===== src/rtl/minmax_pkg.sv =====
// Shared definitions for the min/max selector family.
//
// Contents:
//   mode_e    - MODE_MIN (select smaller) / MODE_MAX (select larger)
//   CMP_W     - internal comparison width; operands up to CMP_W bits are supported
//   align     - left-justifies an operand into CMP_W bits
//   better    - strict "a beats b" test for a given mode and signedness
//   num_nodes - number of tree nodes at a given level of a reduction tree
package minmax_pkg;

    typedef enum logic {
        MODE_MIN = 1'b0,
        MODE_MAX = 1'b1
    } mode_e;

    localparam int CMP_W = 64;

    // Left-justifying keeps the sign bit of the operand in the MSB of the
    // CMP_W-bit value. Both signed and unsigned ordering are unchanged by the
    // shift, so one compare routine serves every operand width.
    function automatic logic [CMP_W-1:0] align(input logic [CMP_W-1:0] v, input int width);
        return v << (CMP_W - width);
    endfunction

    // Strictly better: equal operands never win. Callers rely on this so that
    // ties keep the lower lane index.
    function automatic logic better(input logic [CMP_W-1:0] a,
                                    input logic [CMP_W-1:0] b,
                                    input logic             mode,
                                    input logic             is_signed);
        logic a_lt_b;
        logic b_lt_a;
        if (is_signed) begin
            a_lt_b = $signed(a) < $signed(b);
            b_lt_a = $signed(b) < $signed(a);
        end else begin
            a_lt_b = a < b;
            b_lt_a = b < a;
        end
        return (mode == MODE_MAX) ? b_lt_a : a_lt_b;
    endfunction

    // Each level halves the node count, rounding up; the odd node passes through.
    function automatic int num_nodes(input int n, input int level);
        int c;
        c = n;
        for (int k = 0; k < level; k++) begin
            c = (c + 1) / 2;
        end
        return c;
    endfunction

endpackage


===== src/rtl/minmax_cmp_sel.sv =====
// Registered 2-input compare-select node of the min/max tree.
//
// Ports:
//   clk, rst_n          clock / asynchronous active-low reset
//   en                  pipeline advance; all state holds when low
//   in_valid, in_mode   valid and mode of the vector at this node
//   a_data, a_idx       lower-lane operand and its lane index
//   b_data, b_idx       higher-lane operand (tie a_* to b_* for pass-through)
//   out_valid, out_mode registered valid / mode
//   out_data, out_idx   registered winner and its lane index
module minmax_cmp_sel
    import minmax_pkg::*;
#(
    parameter int WIDTH  = 8,
    parameter int IDX_W  = 2,
    parameter int SIGNED = 0
) (
    input  logic             clk,
    input  logic             rst_n,
    input  logic             en,
    input  logic             in_valid,
    input  logic             in_mode,
    input  logic [WIDTH-1:0] a_data,
    input  logic [IDX_W-1:0] a_idx,
    input  logic [WIDTH-1:0] b_data,
    input  logic [IDX_W-1:0] b_idx,
    output logic             out_valid,
    output logic             out_mode,
    output logic [WIDTH-1:0] out_data,
    output logic [IDX_W-1:0] out_idx
);

    logic take_b;

    // The higher lane wins only when strictly better, so ties go to lane a.
    // A pass-through node feeds a into both sides and therefore always keeps a.
    always_comb begin
        take_b = better(align(CMP_W'(b_data), WIDTH),
                        align(CMP_W'(a_data), WIDTH),
                        in_mode, SIGNED != 0);
    end

    always_ff @(posedge clk or negedge rst_n) begin
        if (!rst_n) begin
            out_valid <= 1'b0;
            out_mode  <= 1'b0;
            out_data  <= '0;
            out_idx   <= '0;
        end else if (en) begin
            out_valid <= in_valid;
            out_mode  <= in_mode;
            out_data  <= take_b ? b_data : a_data;
            out_idx   <= take_b ? b_idx  : a_idx;
        end
    end

endmodule


===== src/rtl/minmax_tree_pipe.sv =====
// Pipelined min/max selector: reduces NUM_IN operands per vector to one
// extremum plus its lane index through a registered compare tree, and keeps a
// running extremum across results until cleared.
//
// Ports:
//   clk, rst_n            clock / asynchronous active-low reset
//   in_valid, in_ready    input handshake
//   in_data               NUM_IN lanes, lane k at [k*WIDTH +: WIDTH]
//   in_mode               0 = min, 1 = max, travels with the vector
//   run_clr               clears the running extremum
//   out_valid, out_ready  output handshake
//   out_data, out_idx     extremum and its lane index
//   out_mode              mode the result was computed with
//   run_valid, run_data   running extremum since last clear / reset
module minmax_tree_pipe
    import minmax_pkg::*;
#(
    parameter  int WIDTH  = 8,
    parameter  int NUM_IN = 4,
    parameter  int SIGNED = 0,
    localparam int IDX_W  = $clog2(NUM_IN)
) (
    input  logic                    clk,
    input  logic                    rst_n,
    input  logic                    in_valid,
    output logic                    in_ready,
    input  logic [NUM_IN*WIDTH-1:0] in_data,
    input  logic                    in_mode,
    input  logic                    run_clr,
    output logic                    out_valid,
    input  logic                    out_ready,
    output logic [WIDTH-1:0]        out_data,
    output logic [IDX_W-1:0]        out_idx,
    output logic                    out_mode,
    output logic                    run_valid,
    output logic [WIDTH-1:0]        run_data
);

    localparam int LEVELS = IDX_W;

    // Node state per tree level; level 0 is the unregistered input vector.
    logic [WIDTH-1:0] node_data  [LEVELS+1][NUM_IN];
    logic [IDX_W-1:0] node_idx   [LEVELS+1][NUM_IN];
    logic             node_mode  [LEVELS+1][NUM_IN];
    logic             node_valid [LEVELS+1][NUM_IN];

    logic advance;
    logic hs;
    logic take;
    logic run_mode;

    // The whole tree moves together: it advances whenever the output stage is
    // empty or being drained, which also gives one vector per cycle.
    assign advance  = out_ready | ~out_valid;
    assign in_ready = advance;

    generate
        for (genvar j = 0; j < NUM_IN; j++) begin : g_lane
            assign node_data[0][j]  = in_data[j*WIDTH +: WIDTH];
            assign node_idx[0][j]   = IDX_W'(j);
            assign node_mode[0][j]  = in_mode;
            assign node_valid[0][j] = in_valid;
        end

        for (genvar l = 1; l <= LEVELS; l++) begin : g_level
            localparam int N_PREV = num_nodes(NUM_IN, l - 1);
            localparam int N_CUR  = num_nodes(NUM_IN, l);
            for (genvar j = 0; j < NUM_IN; j++) begin : g_node
                if (j < N_CUR) begin : g_cmp
                    // An unpaired last node compares with itself and passes through.
                    localparam int B = (2*j + 1 < N_PREV) ? 2*j + 1 : 2*j;
                    minmax_cmp_sel #(
                        .WIDTH  (WIDTH),
                        .IDX_W  (IDX_W),
                        .SIGNED (SIGNED)
                    ) u_cmp (
                        .clk       (clk),
                        .rst_n     (rst_n),
                        .en        (advance),
                        .in_valid  (node_valid[l-1][2*j]),
                        .in_mode   (node_mode[l-1][2*j]),
                        .a_data    (node_data[l-1][2*j]),
                        .a_idx     (node_idx[l-1][2*j]),
                        .b_data    (node_data[l-1][B]),
                        .b_idx     (node_idx[l-1][B]),
                        .out_valid (node_valid[l][j]),
                        .out_mode  (node_mode[l][j]),
                        .out_data  (node_data[l][j]),
                        .out_idx   (node_idx[l][j])
                    );
                end else begin : g_unused
                    assign node_data[l][j]  = '0;
                    assign node_idx[l][j]   = '0;
                    assign node_mode[l][j]  = 1'b0;
                    assign node_valid[l][j] = 1'b0;
                end
            end
        end
    endgenerate

    assign out_valid = node_valid[LEVELS][0];
    assign out_data  = node_data[LEVELS][0];
    assign out_idx   = node_idx[LEVELS][0];
    assign out_mode  = node_mode[LEVELS][0];

    assign hs = out_valid & out_ready;

    // A handshaken result loads the running value when the tracker is empty,
    // was just cleared, or the mode changed; otherwise it replaces the running
    // value only when strictly better.
    always_comb begin
        take = 1'b0;
        if (hs) begin
            if (run_clr || !run_valid || (out_mode != run_mode)) begin
                take = 1'b1;
            end else begin
                take = better(align(CMP_W'(out_data), WIDTH),
                              align(CMP_W'(run_data), WIDTH),
                              out_mode, SIGNED != 0);
            end
        end
    end

    // Running tracker state; a clear coinciding with a handshake ends valid.
    always_ff @(posedge clk or negedge rst_n) begin
        if (!rst_n) begin
            run_valid <= 1'b0;
            run_data  <= '0;
            run_mode  <= 1'b0;
        end else begin
            if (take) begin
                run_data <= out_data;
            end
            if (hs) begin
                run_mode  <= out_mode;
                run_valid <= 1'b1;
            end else if (run_clr) begin
                run_valid <= 1'b0;
            end
        end
    end

endmodule


===== config.mk =====
export PLATFORM = sky130hd
export DESIGN_NAME = minmax_tree_pipe
export DESIGN_NICKNAME = d
export VERILOG_FILES = /design/src/rtl/minmax_pkg.sv /design/src/rtl/minmax_cmp_sel.sv /design/src/rtl/minmax_tree_pipe.sv
export SDC_FILE = /design/constraint.sdc
export NUM_CORES = 1
export LEC_CHECK = 0
export CAP_MARGIN = 20
export CORE_MARGIN = 2
export CORE_UTILIZATION = 35
export CTS_CLUSTER_SIZE = 24
export DETAILED_ROUTE_END_ITERATION = 10
export MAX_ROUTING_LAYER = met4
export SYNTH_ARGS = -nofsm -noshare
export SYNTH_HDL_FRONTEND = slang
export SYNTH_SLANG_ARGS = --single-unit

===== constraint.sdc =====
create_clock -name clk -period 3.45 [get_ports clk]
set_input_delay 0.69 -clock clk [delete_from_list [all_inputs] [get_ports clk]]
set_output_delay 0.69 -clock clk [all_outputs]
set_load 0.01 [all_outputs]

==> out/qor.csv <==
stage,metric,value,unit
outcome,run_status,"finished, final reports clean",
floorplanning,die-area,0.008493,mm^2
route,postRouteAntennaNets,0,
worst_hold_path,hold_path_class,flop to flop,
pwr,leakage,1.564,nW
floorplanning,row_count,32,
floorplanning,die_w,92.16,um
synthesis,synth_cells,297,
grt,grt_use_met1,0.2000,
worst_setup_path,arrival,1960,ps
pwr,clockPowerShare,0.184,
sta,finalHoldViolations,0,
sta,worst_pin_slew,943.8,ps
pwr,ir_drop,0.0002221,V
clocking,cts_buffers,5,
place,place_inst,452,
flow_run,maxCapViolCount,0,
synthesis,ys_ff_latch,43,
synthesis,syn-num-nets,367,
pwr,p_total,2.194,mW
place,place.gp.congestion,0.8536,
grt,grt-busiest-layer,met2,
worst_setup_path,slowest_stage,clkdlybuf4s50_1,
sta,fin_crit,2654,ps
worst_setup_path,critPathKind,primary input to output port,
route,drc,0,
pwr,power_density,618.8,mW/mm^2
layout,final_area,0.003546,mm^2
pwr,switchingPower,0.7829,mW
route,post_drt_wl_per_cell,13.36,um
place,io_buffer_count,59,
clocking,clk_root_buffer_cell,clkbuf_8,
clocking,cts.sinks,43,
synthesis,synth.distinct_cells,28,
clocking,ctsResizeCount,0,
sta,drv_slew,0,
clocking,post-cts-setup-buffers,0,
place,placed_cell_area,0.003428,mm^2
synthesis,seq_area_frac_synth,0.3956,
worst_setup_path,crit_chain,"clkdlybuf4s50_1, nor2b_2, clkinv_1, clkdlybuf4s50_1",
floorplanning,start_util,0.3576,
worst_setup_path,worstPathBufferInverterCount,3,
worst_setup_path,cp_max_fo,3,
worst_setup_path,worst_path_largest_cell_delay,490,ps
layout,area_growth,30.36,%
grt,grt_pass1_vias,2329,
clocking,hold_buffers,0,
pwr,swShare,0.3568,
worst_setup_path,start_kind,primary input,
layout,layout-drive-gt1-share,0.08101,
pwr,seqPwrFrac,0.360,
sta,slew_headroom,0.3708,
grt,overflow,0,
worst_setup_path,end_kind,output port,
synthesis,synth_warnings,0,
grt,grt_pass1_wl,10.52,mm
clocking,clk_path_buf_depth,2,
worst_setup_path,critPathTopFamily,buffers and inverters,
pwr,intPower,1.411,mW
synthesis,netlist_area,0.002720,mm^2
grt,grt_util_all_layers,0.1564,
layout,n_antenna_cell,0,
sta,fin_skew,4.186,ps
clocking,cts-htree-levels,2,
route,num_vias,2337,
floorplanning,core,0.007607,mm^2
layout,fin_cells,460,
sta,setup_tns,0,ps
sta,setup_viol,0,
layout,finalNetCount,427,
clocking,cts_tree,done,
grt,gr-usage-met2,0.2561,
pwr,combPwrFrac,0.456,
route,wl,6.144,mm
route,first_iter_violations,87,
sta,rsz0062_at_grt,false,
floorplanning,pin_count,60,
floorplanning,fp.dieH,92.16,um
grt,antenna_found_initial,0,
clocking,path_clk_slew,80,ps
synthesis,avgSynthCellArea,9.159,um^2
place,dp_hpwl,5.009,mm
grt,grt.met3_usage,0.03040,
route,drt_pre_antenna_iters,4,
worst_setup_path,cp_common_cell,clkdlybuf4s50_1,
sta,final.period_utilization,0.7694,
route,viasPerCell,5.080,
grt,grt_max_degree,44,
sta,fmax,0.3768,GHz
worst_setup_path,required,2760,ps
clocking,insertion_delay,290,ps
synthesized netlist by cell type:
master | instances | share of area
or3b_1 | 1 | 0.0032
mux2_2 | 10 | 0.041
clkbuf_1 | 10 | 0.014
nor2_1 | 17 | 0.023
o21ai_0 | 35 | 0.064
nand2b_1 | 2 | 0.0046
a31oi_1 | 18 | 0.041
a31oi_4 | 1 | 0.0078
o21a_1 | 2 | 0.0055
nand2_1 | 13 | 0.018
nor3_1 | 2 | 0.0037
or3_1 | 2 | 0.0046
ha_1 | 32 | 0.15
clkinv_1 | 1 | 0.0014
nand4_1 | 8 | 0.018
nor2b_1 | 5 | 0.011
o211ai_1 | 6 | 0.017
nand3_1 | 2 | 0.0037
or2_2 | 1 | 0.0023
o21ba_2 | 1 | 0.0037
a22oi_1 | 14 | 0.039
xor2_1 | 1 | 0.0032
a21oi_1 | 24 | 0.044
nor3_2 | 2 | 0.0074
inv_1 | 35 | 0.048
dfrtp_1 | 43 | 0.40
o31a_1 | 7 | 0.023
o21ai_1 | 2 | 0.0037
layer usage:
metal	wire [um]	share of wire
met3	207	0.034
met4	84	0.014
met5	0	0
met1	3025	0.49
met2	2826	0.46
logic make-up (layout without fill, tap and decap cells):
group                      Yosys count  in the layout  share of synthesized area
adders and majority gates           32             32                     0.1472
AOI/OAI and AO/OA                  110            110                     0.2484
xor gates and xnor gates             1              1                   0.003220
and+or+nand+nor                     55             55                     0.1007
muxes                               10             10                    0.04140
DFF                                 43             43                     0.3956
buffers and inverters               46            107                    0.06348
worst register-to-register path, delay by kind of cell (launching register included):
kind,cells,cell delay (ps)
muxes,1,370
buffers and inverters,1,70
adders and majority gates,1,300
AOI/OAI and AO/OA,3,620
DFF,1,370
and+or+nand+nor,2,560
power groups by stage:
stage	Sequential [mW]	Combinational, mW	Clock, mW
4_1_cts	0.791	1.00	0.414
5_1_grt	0.814	1.12	0.432
3_3_place_gp	0.798	0.973	0
3_5_place_dp	0.801	1.00	0
6_report	0.789	1.00	0.404
2_1_floorplan	0.820	0.541	0
final timing paths:
kind	from	end	slack, ps	depth (start not counted)
worst max-delay path	out_ready	in_ready	800	4
worst min-delay path	g_level[1].g_node[1].g_cmp.u_cmp.out_idx[1]	g_level[1].g_node[1].g_cmp.u_cmp.out_idx[1]	460	1
worst max register to register	g_level[2].g_node[0].g_cmp.u_cmp.out_data[1]	run_data[3]	1040	8
worst min register to register	g_level[1].g_node[1].g_cmp.u_cmp.out_idx[1]	g_level[1].g_node[1].g_cmp.u_cmp.out_idx[1]	460	1
max in group asynchronous	rst_n	run_data[5]	2330	1
min in group asynchronous	rst_n	g_level[2].g_node[0].g_cmp.u_cmp.out_valid	530	1
sequential cells by signal (all words and copies together), names as in the netlist:
signal	cells
g_level.g_node.g_cmp.u_cmp.out_data	24
run_data	8
g_level.g_node.g_cmp.u_cmp.out_idx	5
g_level.g_node.g_cmp.u_cmp.out_mode	2
g_level.g_node.g_cmp.u_cmp.out_valid	2
run_mode	1
run_valid	1
area by class of cell:
cell class              instances  area (um^2)
fillers                       751         4061
repair buffers                 63        615.6
well taps                     102        127.6
multi-input cells             208         1474
clock buffers                   6        82.58
clock inverters                 2        35.03
inverters                      36        135.1
flip-flops and latches         43         1076
through the flow:
step	util	setup slack, ps	hold slack [ps]
finish	0.4661	795.7	461.3
CTS	0.4661	788.4	469.1
detailed placement	0.4507	531.3	446.7
global route	0.4661	720.3	491.6
floorplan	-	1164	394.4
global placement	0.4507	576.9	445.2
cells in the final DEF, fill, tap and decap left out, types with 2 or more instances in the layout:
| cell type | n |
|---|---|
| o211ai_1 | 6 |
| buf_4 | 4 |
| ha_1 | 32 |
| o21ai_0 | 35 |
| a22oi_1 | 14 |
| or3_1 | 2 |
| nor3_1 | 2 |
| nand3_1 | 2 |
| a31oi_1 | 18 |
| dfrtp_1 | 43 |
| nor3_2 | 2 |
| nor2b_1 | 4 |
| a21oi_1 | 24 |
| o31a_1 | 7 |
| clkbuf_8 | 6 |
| o21ai_1 | 2 |
| clkdlybuf4s50_1 | 58 |
| o21a_1 | 2 |
| mux2_2 | 10 |
| inv_1 | 35 |
| nand2b_1 | 2 |
| nand4_1 | 8 |
| nand2_1 | 13 |
| nor2_1 | 17 |
(Power assumes the default switching activity.)
